==> config.mk <==
export PLATFORM = sky130hd
export DESIGN_NAME = umtrx_stream_scheduler
export DESIGN_NICKNAME = d
export VERILOG_FILES = /design/src/rtl/umtrx_stream_scheduler.sv
export SDC_FILE = /design/constraint.sdc
export NUM_CORES = 1
export LEC_CHECK = 0
export CORE_AREA = 2 2 165 167
export DETAILED_ROUTE_END_ITERATION = 12
export DIE_AREA = 0 0 167 169
export PLACE_DENSITY_LB_ADDON = 0.12
export SYNTH_ARGS = -nofsm -noshare
export SYNTH_HDL_FRONTEND = slang
export SYNTH_HIERARCHICAL = 1
export SYNTH_SLANG_ARGS = --single-unit
==> constraint.sdc <==
create_clock -name stream_clk -period 3.35 [get_ports stream_clk]
set_input_delay 0.335 -clock stream_clk [delete_from_list [all_inputs] [get_ports stream_clk]]
set_output_delay 0.335 -clock stream_clk [all_outputs]
set_load 0.02 [all_outputs]
==> src/rtl/umtrx_stream_scheduler.sv <==
// Packet-granular arbiter: eight requester streams share one outbound stream,
// one whole packet per grant, two priority classes with separate round-robin pointers.

module umtrx_sched_lane #(
  parameter int IDX = 0
) (
  input  logic [2:0] grant,
  input  logic       live,
  input  logic       out_ready,
  input  logic       valid,
  input  logic       en,
  input  logic       hipri,
  input  logic       freeze,
  output logic       ready,
  output logic       req_hi,
  output logic       req_lo
);
  logic req;
  assign req    = valid & en & ~freeze;
  assign req_hi = req & hipri;
  assign req_lo = req & ~hipri;
  assign ready  = live & out_ready & (grant == 3'(IDX));
endmodule

module umtrx_stream_scheduler #(
  parameter int BASE  = 0,
  parameter int WIDTH = 36,
  parameter int PORTS = 8
) (
  input  logic                   stream_clk,
  input  logic                   stream_rst_n,
  input  logic                   stream_clr,
  input  logic                   set_stb,
  input  logic [7:0]             set_addr,
  input  logic [31:0]            set_data,
  input  logic [PORTS*WIDTH-1:0] inp_data,
  input  logic [PORTS-1:0]       inp_valid,
  output logic [PORTS-1:0]       inp_ready,
  output logic [WIDTH-1:0]       out_data,
  output logic                   out_valid,
  input  logic                   out_ready,
  output logic [31:0]            status
);
  localparam logic [7:0] ADDR_MASK = 8'(BASE);
  localparam logic [7:0] ADDR_CTRL = 8'(BASE + 1);
  localparam int         EOF_BIT   = 33;

  typedef enum logic {IDLE, PASS} state_t;

  state_t                        state;
  logic [2:0]                    grant, hi_ptr, lo_ptr;
  logic                          grant_hi;
  logic [15:0]                   pkt_count;
  logic [PORTS-1:0]              enable_mask, hipri_mask;
  logic                          freeze;
  logic [PORTS-1:0]              req_hi, req_lo;
  logic [PORTS-1:0][WIDTH-1:0]   in_words;
  logic                          live, xfer, eof;
  logic                          unused;

  assign in_words = inp_data;
  assign unused   = ^set_data[31:16];

  // Reset and clear drop the path combinationally so an aborted packet stops at once.
  assign live      = (state == PASS) & stream_rst_n & ~stream_clr;
  assign out_data  = live ? in_words[grant] : '0;
  assign out_valid = live & inp_valid[grant];
  assign xfer      = out_valid & out_ready;
  assign eof       = out_data[EOF_BIT];
  assign status    = {pkt_count, 4'b0, state == PASS, grant, enable_mask};

  for (genvar i = 0; i < PORTS; i++) begin : g_lane
    umtrx_sched_lane #(.IDX(i)) u_lane (
      .grant     (grant),
      .live      (live),
      .out_ready (out_ready),
      .valid     (inp_valid[i]),
      .en        (enable_mask[i]),
      .hipri     (hipri_mask[i]),
      .freeze    (freeze),
      .ready     (inp_ready[i]),
      .req_hi    (req_hi[i]),
      .req_lo    (req_lo[i])
    );
  end

  // First set bit at or after ptr, cyclically; the downward loop lets the nearest win.
  function automatic logic [2:0] rr_pick(input logic [7:0] vec, input logic [2:0] ptr);
    logic [2:0] idx;
    rr_pick = ptr;
    for (int i = 7; i >= 0; i--) begin
      idx = ptr + 3'(i);
      if (vec[idx]) rr_pick = idx;
    end
  endfunction

  always_ff @(posedge stream_clk) begin
    if (!stream_rst_n) begin
      enable_mask <= '1;
      hipri_mask  <= '0;
      freeze      <= 1'b0;
    end else if (set_stb) begin
      if (set_addr == ADDR_MASK) {hipri_mask, enable_mask} <= set_data[15:0];
      if (set_addr == ADDR_CTRL) freeze <= set_data[0];
    end
  end

  always_ff @(posedge stream_clk) begin
    if (!stream_rst_n || stream_clr) begin
      state     <= IDLE;
      grant     <= '0;
      grant_hi  <= 1'b0;
      hi_ptr    <= '0;
      lo_ptr    <= '0;
      pkt_count <= '0;
    end else begin
      case (state)
        IDLE: begin
          if (|req_hi) begin
            grant    <= rr_pick(req_hi, hi_ptr);
            grant_hi <= 1'b1;
            state    <= PASS;
          end else if (|req_lo) begin
            grant    <= rr_pick(req_lo, lo_ptr);
            grant_hi <= 1'b0;
            state    <= PASS;
          end
        end
        PASS: begin
          if (xfer && eof) begin
            state     <= IDLE;
            pkt_count <= pkt_count + 16'd1;
            // Class was latched at grant time, so a mid-packet mask change cannot move the other pointer.
            if (grant_hi) hi_ptr <= grant + 3'd1;
            else          lo_ptr <= grant + 3'd1;
          end
        end
        default: state <= IDLE;
      endcase
    end
  end
endmodule
==> impl_metrics.yaml, run 1 <==
logic_synthesis:
  yosysWarnings: 6
  ys_async_sr_fraction_pct: 0
  synth_edf_count: 0
  synth_cell_types: 61
  syn_avg_cell_area_sq_um: 10.0
  dominantRegCellSynth: "dfxtp_1"
  netlist_area_sq_mm: 0.00582
  syn_inst: 580
  ys_ff_latch: 44
  seq_area_frac_synth_pct: 15.1
cts:
  cts_root_buffer: "clkbuf_16"
  cts_tree: "done"
  numCtsBuffers: 5
  clock_latency_ns: 0.29
  clockBufferDepth: 2
  h-tree-depth: 2
  cts_resized: 0
  cts_setup_buffers: 0
  cts_sinks: 44
  clk_pin_slew_ns: 0.07
  cts_hold_buf: 0
grt:
  antenna_found_initial: 8
  grt.total_usage_pct: 20.6
  grt_first_pass_wirelength_microns: 43500
  gr-total-overflow: 0
  first_global_vias: 6567
  grt_start_max_net_pins: 37
power_and_ir_drop:
  p_seq_share_pct: 29.4
  powerDensity_mw_per_mm2: 175
  finalPower_mw: 1.82
  pwr-share-comb_pct: 39.2
  peakVddDrop_v: 0.000202
  p_leak_nw: 3.41
  pwr-share-clk_pct: 31.4
  p_int_mw: 1.38
  power.switching_uw: 442
  sw_frac_of_total_pct: 24.3
route:
  via_count: 6458
  drc: 0
  postRouteAntennaNets: 0
  drtPass1Iterations: 5
  wire_per_inst_microns: 23.0
  viasPerCell: 4.94
  routed_wl_microns: 30100
  drt_iter0_markers: 412
place:
  port_buffers: 397
  dp_slack_ns: 0.319
  gp_congestion: 0.913
  dp_hpwl_microns: 25700
cells_and_area:
  num-nets-final: 1308
  final_cell_mix: "clkdlybuf4s50_1 (396), mux4_2 (92), nor2_1 (72)"
  layout-drive-gt1-share_pct: 15.8
  nFillCells: 2673
  final_common_cell: "clkdlybuf4s50_1"
  areaGrowthSynthToFinish_pct: 78.9
  multi_input_area_sq_mm: 0.00466
  ff_latch_area_sq_um: 890
  final_util_pct: 39.3
job:
  max-cap-violations: 0
floorplan:
  num_rows: 60
  die_y_microns: 169
  pin_count: 418
  start_util_pct: 21.9
  die_w_microns: 167
  dieArea_sq_mm: 0.0282
  core_sq_mm: 0.0265
timing:
  setup_viol: 0
  hold_violations: 0
  post-route-period-util_pct: 90.6
  finalMaxSlewViolations: 0
  worst_clock_skew_ns: 0.00402
  timing.fmax_mhz: 329
  maxSlewHeadroom_pct: 60.9
  rsz0062_at_grt: "no"
  fin_crit_ns: 3.04
  setup_slack_ns: 0.315
  setup_tns_ns: 0
  holdWs_ns: 0.478
  tightest_slew_ns: 0.586
critical_path:
  r2r_setup_slack_ns: 0.43
  critPathCaptureType: "output pin"
  setup.worst_path.start_class: "flip-flop"
  worstSetupPathType: "flip-flop to output pin"
  worstPathMaxFanout: 18
  startpoint: "grant[0]$_SDFFE_PP0P_"
  crit-reg2reg-launch: "hi_ptr[1]$_SDFFE_PP0P_"
  r2r_cells: 9
  arrival_ns: 2.70
  endpoint: "out_data[15]"
  crit_required_ns: 3.01
  reg2reg_to: "grant[2]$_SDFFE_PP0P_"
run_status:
  status: "finished, final reports clean"
hold_path:
  hold_class: "flip-flop to flip-flop"
==> cells in the mapped netlist (all sizes together) (2+ instances only) <==
master / count / area (sq um)
nor2: 72 / 270
o31ai: 2 / 15.0
or3: 4 / 25.0
nand2b: 5 / 31.3
nand2: 43 / 161
inv: 15 / 56.3
xor2: 8 / 70.1
a211oi: 7 / 52.6
o21a: 2 / 15.0
o2111ai: 2 / 17.5
o221ai: 2 / 17.5
and3: 4 / 25.0
a21oi: 20 / 100
clkbuf: 21 / 78.8
o21ai: 15 / 75.1
a31o: 2 / 17.5
a221oi: 3 / 26.3
and2: 4 / 25.0
nand4b: 3 / 26.3
ha: 6 / 75.1
dfxtp: 44 / 881
buf: 28 / 153
o22ai: 3 / 18.8
mux2i: 69 / 694
mux4: 92 / 2070
a32oi: 3 / 26.3
nor2b: 12 / 75.1
nor3: 19 / 95.1
nand3: 12 / 60.1
xnor2: 10 / 87.6
nor3b: 13 / 148
mux2: 5 / 56.3
nand4: 4 / 40.0
a22oi: 2 / 15.0
nor4: 7 / 65.1
==> power by group through the flow <==
stage | Sequential [mW] | Clock (mW) | Combinational (mW)
4_1_cts | 0.534 | 0.590 | 0.718
2_1_floorplan | 0.542 | 0 | 0.258
3_5_place_dp | 0.547 | 0 | 0.715
6_report | 0.534 | 0.572 | 0.714
3_3_place_gp | 0.547 | 0 | 0.712
5_1_grt | 0.535 | 0.609 | 0.757
==> critical path, stage by stage, from the launching register on <==
cell,delay [ns]
dfxtp_4,0.62
buf_4,0.37
mux4_2,0.55
mux2i_1,0.20
nor2_1,0.08
clkdlybuf4s50_1,0.58
==> stage by stage <==
step,instance area [sq um],std cells
after floorplan,5830,583
after global placement,10200,1295
after detailed placement,10200,1295
after CTS,10400,1303
after global routing,10400,1307
final,10400,1307
==> final cells by class <==
class / count / area share (%)
Tap cell: 341 / 4.10
Multi-Input combinational cell: 475 / 44.8
Clock buffer: 5 / 1.20
Antenna cell: 4 / 0.0962
Timing Repair Buffer: 420 / 40.3
Clock inverter: 3 / 0.409
Sequential cell: 44 / 8.55
Inverter: 15 / 0.541
==> state kept, by name, summed over array words and instances, names as in the netlist <==
signal / cells
hipri_mask: 8
hi_ptr: 3
grant: 3
state: 1
pkt_count: 16
lo_ptr: 3
enable_mask: 8
grant_hi: 1
freeze: 1
==> cell families after synthesis <==
group                      synth area share [%]
buffers and inverters                      4.95
AOI/OAI and AO/OA                          8.82
DFF                                        15.1
other                                    0.0645
and+or+nand+nor                            18.5
muxes                                      48.5
adders and majority gates                  1.29
xor gates and xnor gates                   2.71
==> worst min-delay path by stage <==
stage,from,to,slack (ns),cells past startpoint
finish,grant_hi$_SDFFE_PP0P_,grant_hi$_SDFFE_PP0P_,0.48,2
global placement,grant_hi$_SDFFE_PP0P_,grant_hi$_SDFFE_PP0P_,0.48,2
detailed placement,grant_hi$_SDFFE_PP0P_,grant_hi$_SDFFE_PP0P_,0.47,2
global route,pkt_count[5]$_SDFFE_PP0P_,pkt_count[5]$_SDFFE_PP0P_,0.52,2
floorplan,grant_hi$_SDFFE_PP0P_,grant_hi$_SDFFE_PP0P_,0.45,2
CTS,grant_hi$_SDFFE_PP0P_,grant_hi$_SDFFE_PP0P_,0.48,2
==> per-layer routing <==
layer	global-route usage, %	vias to the layer above	wire, microns
met5	0	-	55
met4	4.84	8	326
met3	6.15	26	2250
met2	36.8	240	15500
met1	24.4	3168	12000
li1	-	3016	-
(Power assumes the default switching activity.)
==> run 2, diff against run 1 <==
==> constraint.sdc (replaced) <==
create_clock -name stream_clk -period 2.87 [get_ports stream_clk]
set_input_delay 0.287 -clock stream_clk [delete_from_list [all_inputs] [get_ports stream_clk]]
set_output_delay 0.287 -clock stream_clk [all_outputs]
set_load 0.02 [all_outputs]
==> run 2 against run 1 <==
Sequential share of layout area down 0.26 points. Sequential cell count did not move. Count of clock-buffer cells in the layout did not move. Final cell count up 2.4%. Die area stayed put. Critical path depth unchanged. Worst hold slack gained 0.0038 ns. Clock skew is 0.00068 ns higher. First-iteration DRC count fell by 4.1%. Via count up 1.3%. Worst setup slack lost 0.22 ns. Clock power up 16%. Critical path type unchanged. Critical endpoint is now out_data[5].
==> impl_metrics.yaml, run 2 (synthesis gave the netlist of run 1 again) <==
run_status:
  status: "finished, final reports clean"
power_and_ir_drop:
  powerDensity_mw_per_mm2: 201
  p_seq_share_pct: 29.0
  pwr-share-comb_pct: 40.1
  power.switching_uw: 522
  pwr-share-clk_pct: 30.9
  p_leak_nw: 3.61
  p_int_mw: 1.63
  sw_frac_of_total_pct: 24.2
  peakVddDrop_v: 0.000250
  finalPower_mw: 2.15
timing:
  post-route-period-util_pct: 96.8
  finalMaxSlewViolations: 0
  setup_slack_ns: 0.0927
  setup_viol: 0
  rsz0062_at_grt: "yes"
  maxSlewHeadroom_pct: 65.2
  worst_clock_skew_ns: 0.00471
  fin_crit_ns: 2.78
  timing.fmax_mhz: 360
  tightest_slew_ns: 0.521
  holdWs_ns: 0.482
  setup_tns_ns: 0
  hold_violations: 0
cells_and_area:
  final_cell_mix: "clkdlybuf4s50_1 (393), mux4_2 (92), nor2_1 (72)"
  num-nets-final: 1341
  areaGrowthSynthToFinish_pct: 84.5
  nFillCells: 2656
  layout-drive-gt1-share_pct: 19.7
  largest_reg_flops: 16
  final_common_cell: "clkdlybuf4s50_1"
  regMostFlops: "pkt_count"
  reg_top3: "pkt_count: 16 flops, enable_mask: 8 flops, hipri_mask: 8 flops"
  final_util_pct: 40.5
route:
  drc: 0
  via_count: 6544
  drt_iter0_markers: 395
  viasPerCell: 4.89
  drtPass1Iterations: 4
  postRouteAntennaNets: 0
  routed_wl_microns: 31300
  wire_per_inst_microns: 23.4
cts:
  cts_root_buffer: "clkbuf_16"
  cts_sinks: 44
  clockBufferDepth: 2
  cts_tree: "done"
  clock_latency_ns: 0.29
  cts_hold_buf: 0
  clk_pin_slew_ns: 0.07
  h-tree-depth: 2
  numCtsBuffers: 5
critical_path:
  crit-reg2reg-launch: "hi_ptr[0]$_SDFFE_PP0P_"
  arrival_ns: 2.49
  worstPathMaxFanout: 13
  crit_required_ns: 2.58
  startpoint: "grant[0]$_SDFFE_PP0P_"
  critPathCaptureType: "output pin"
  slowest_delay_ns: 0.57
  path_cells: "buf_4, mux4_2, mux2i_1, nor2_1, clkdlybuf4s50_1"
  setup.worst_path.start_class: "flip-flop"
  slowest_stage: "dfxtp_4"
  worstSetupPathType: "flip-flop to output pin"
grt:
  first_global_vias: 6803
  grt_start_max_net_pins: 44
  grt_first_pass_wirelength_microns: 44500
  grt.total_usage_pct: 21.3
  antenna_found_initial: 15
  gr-total-overflow: 0
place:
  gp_congestion: 0.890
  dp_hpwl_microns: 26700
  dp_slack_ns: -0.112
  port_buffers: 397
floorplan:
  die_y_microns: 169
  dieArea_sq_mm: 0.0282
  die_w_microns: 167
  start_util_pct: 21.9
  num_rows: 60
  core_sq_mm: 0.0265
  pin_count: 418
job:
  max-cap-violations: 0
hold_path:
  hold_class: "flip-flop to flip-flop"
  hp-start: "grant_hi$_SDFFE_PP0P_"
==> run 2: cell types whose count changed in the layout (fill, tap and decap cells not counted), moves of 2 or more <==
cell             delta
a22oi_1             -2
a22oi_2             +2
buf_4              +31
buf_6               +2
clkdlybuf4s50_1     -3
mux2i_1             -2
mux2i_2             +2
nor3_1              -2
nor3_2              +2
==> run 2: critical path: cells and delay by family, from the launching register on <==
kind                   cells  cell delay (ns)
AND/OR/NAND/NOR            1             0.08
flip-flops                 1             0.57
multiplexers               2             0.75
buffers and inverters      2             0.78
==> run 2: stage by stage <==
stage / cell area (sq um) / cells
2_1_floorplan: 5850 / 583
3_3_place_gp: 10500 / 1324
3_5_place_dp: 10500 / 1324
4_1_cts: 10700 / 1335
5_1_grt: 10700 / 1336
6_report: 10700 / 1339
==> run 2: worst paths after layout <==
kind	endpoint	slack (ns)	cells past startpoint
max	out_data[5]	0.09	5
min	grant_hi$_SDFFE_PP0P_	0.48	2
max reg2reg	grant[2]$_SDFFE_PP0P_	0.17	9
min reg2reg	grant_hi$_SDFFE_PP0P_	0.48	2
==> run 2: final cells by class <==
| type | instances | area [sq um] | area share, % |
|---|---|---|---|
| flip-flops and latches | 44 | 890 | 8.29 |
| clock inverters | 3 | 42.5 | 0.396 |
| inverters | 15 | 56.3 | 0.525 |
| repair buffers | 453 | 4480 | 41.8 |
| clock buffers | 5 | 125 | 1.17 |
| diodes | 3 | 7.51 | 0.0700 |
| multi-input cells | 475 | 4700 | 43.8 |
| well taps | 341 | 427 | 3.98 |
==> run 2: timing repair <==
action	CTS	global route
endpoints found under the setup margin	15	9
gates cloned	0	1
buffers inserted	3	0
gates resized for setup	0	12
pin swaps	0	1
==> run 2: layer usage <==
metal	track usage [%]	share of wire [%]	vias to the layer above
li1	-	-	3083
met1	24.0	38	3173
met2	39.0	52	226
met3	7.88	8.8	38
met4	3.37	1.0	24
met5	0	0.50	-
==> run 2: power by group through the flow <==
stage | Clock [mW] | Sequential [mW] | Combinational [mW]
floorplan | 0 | 0.632 | 0.301
global placement | 0 | 0.640 | 0.853
detailed placement | 0 | 0.640 | 0.856
CTS | 0.696 | 0.623 | 0.865
global route | 0.709 | 0.625 | 0.917
finish | 0.664 | 0.625 | 0.864
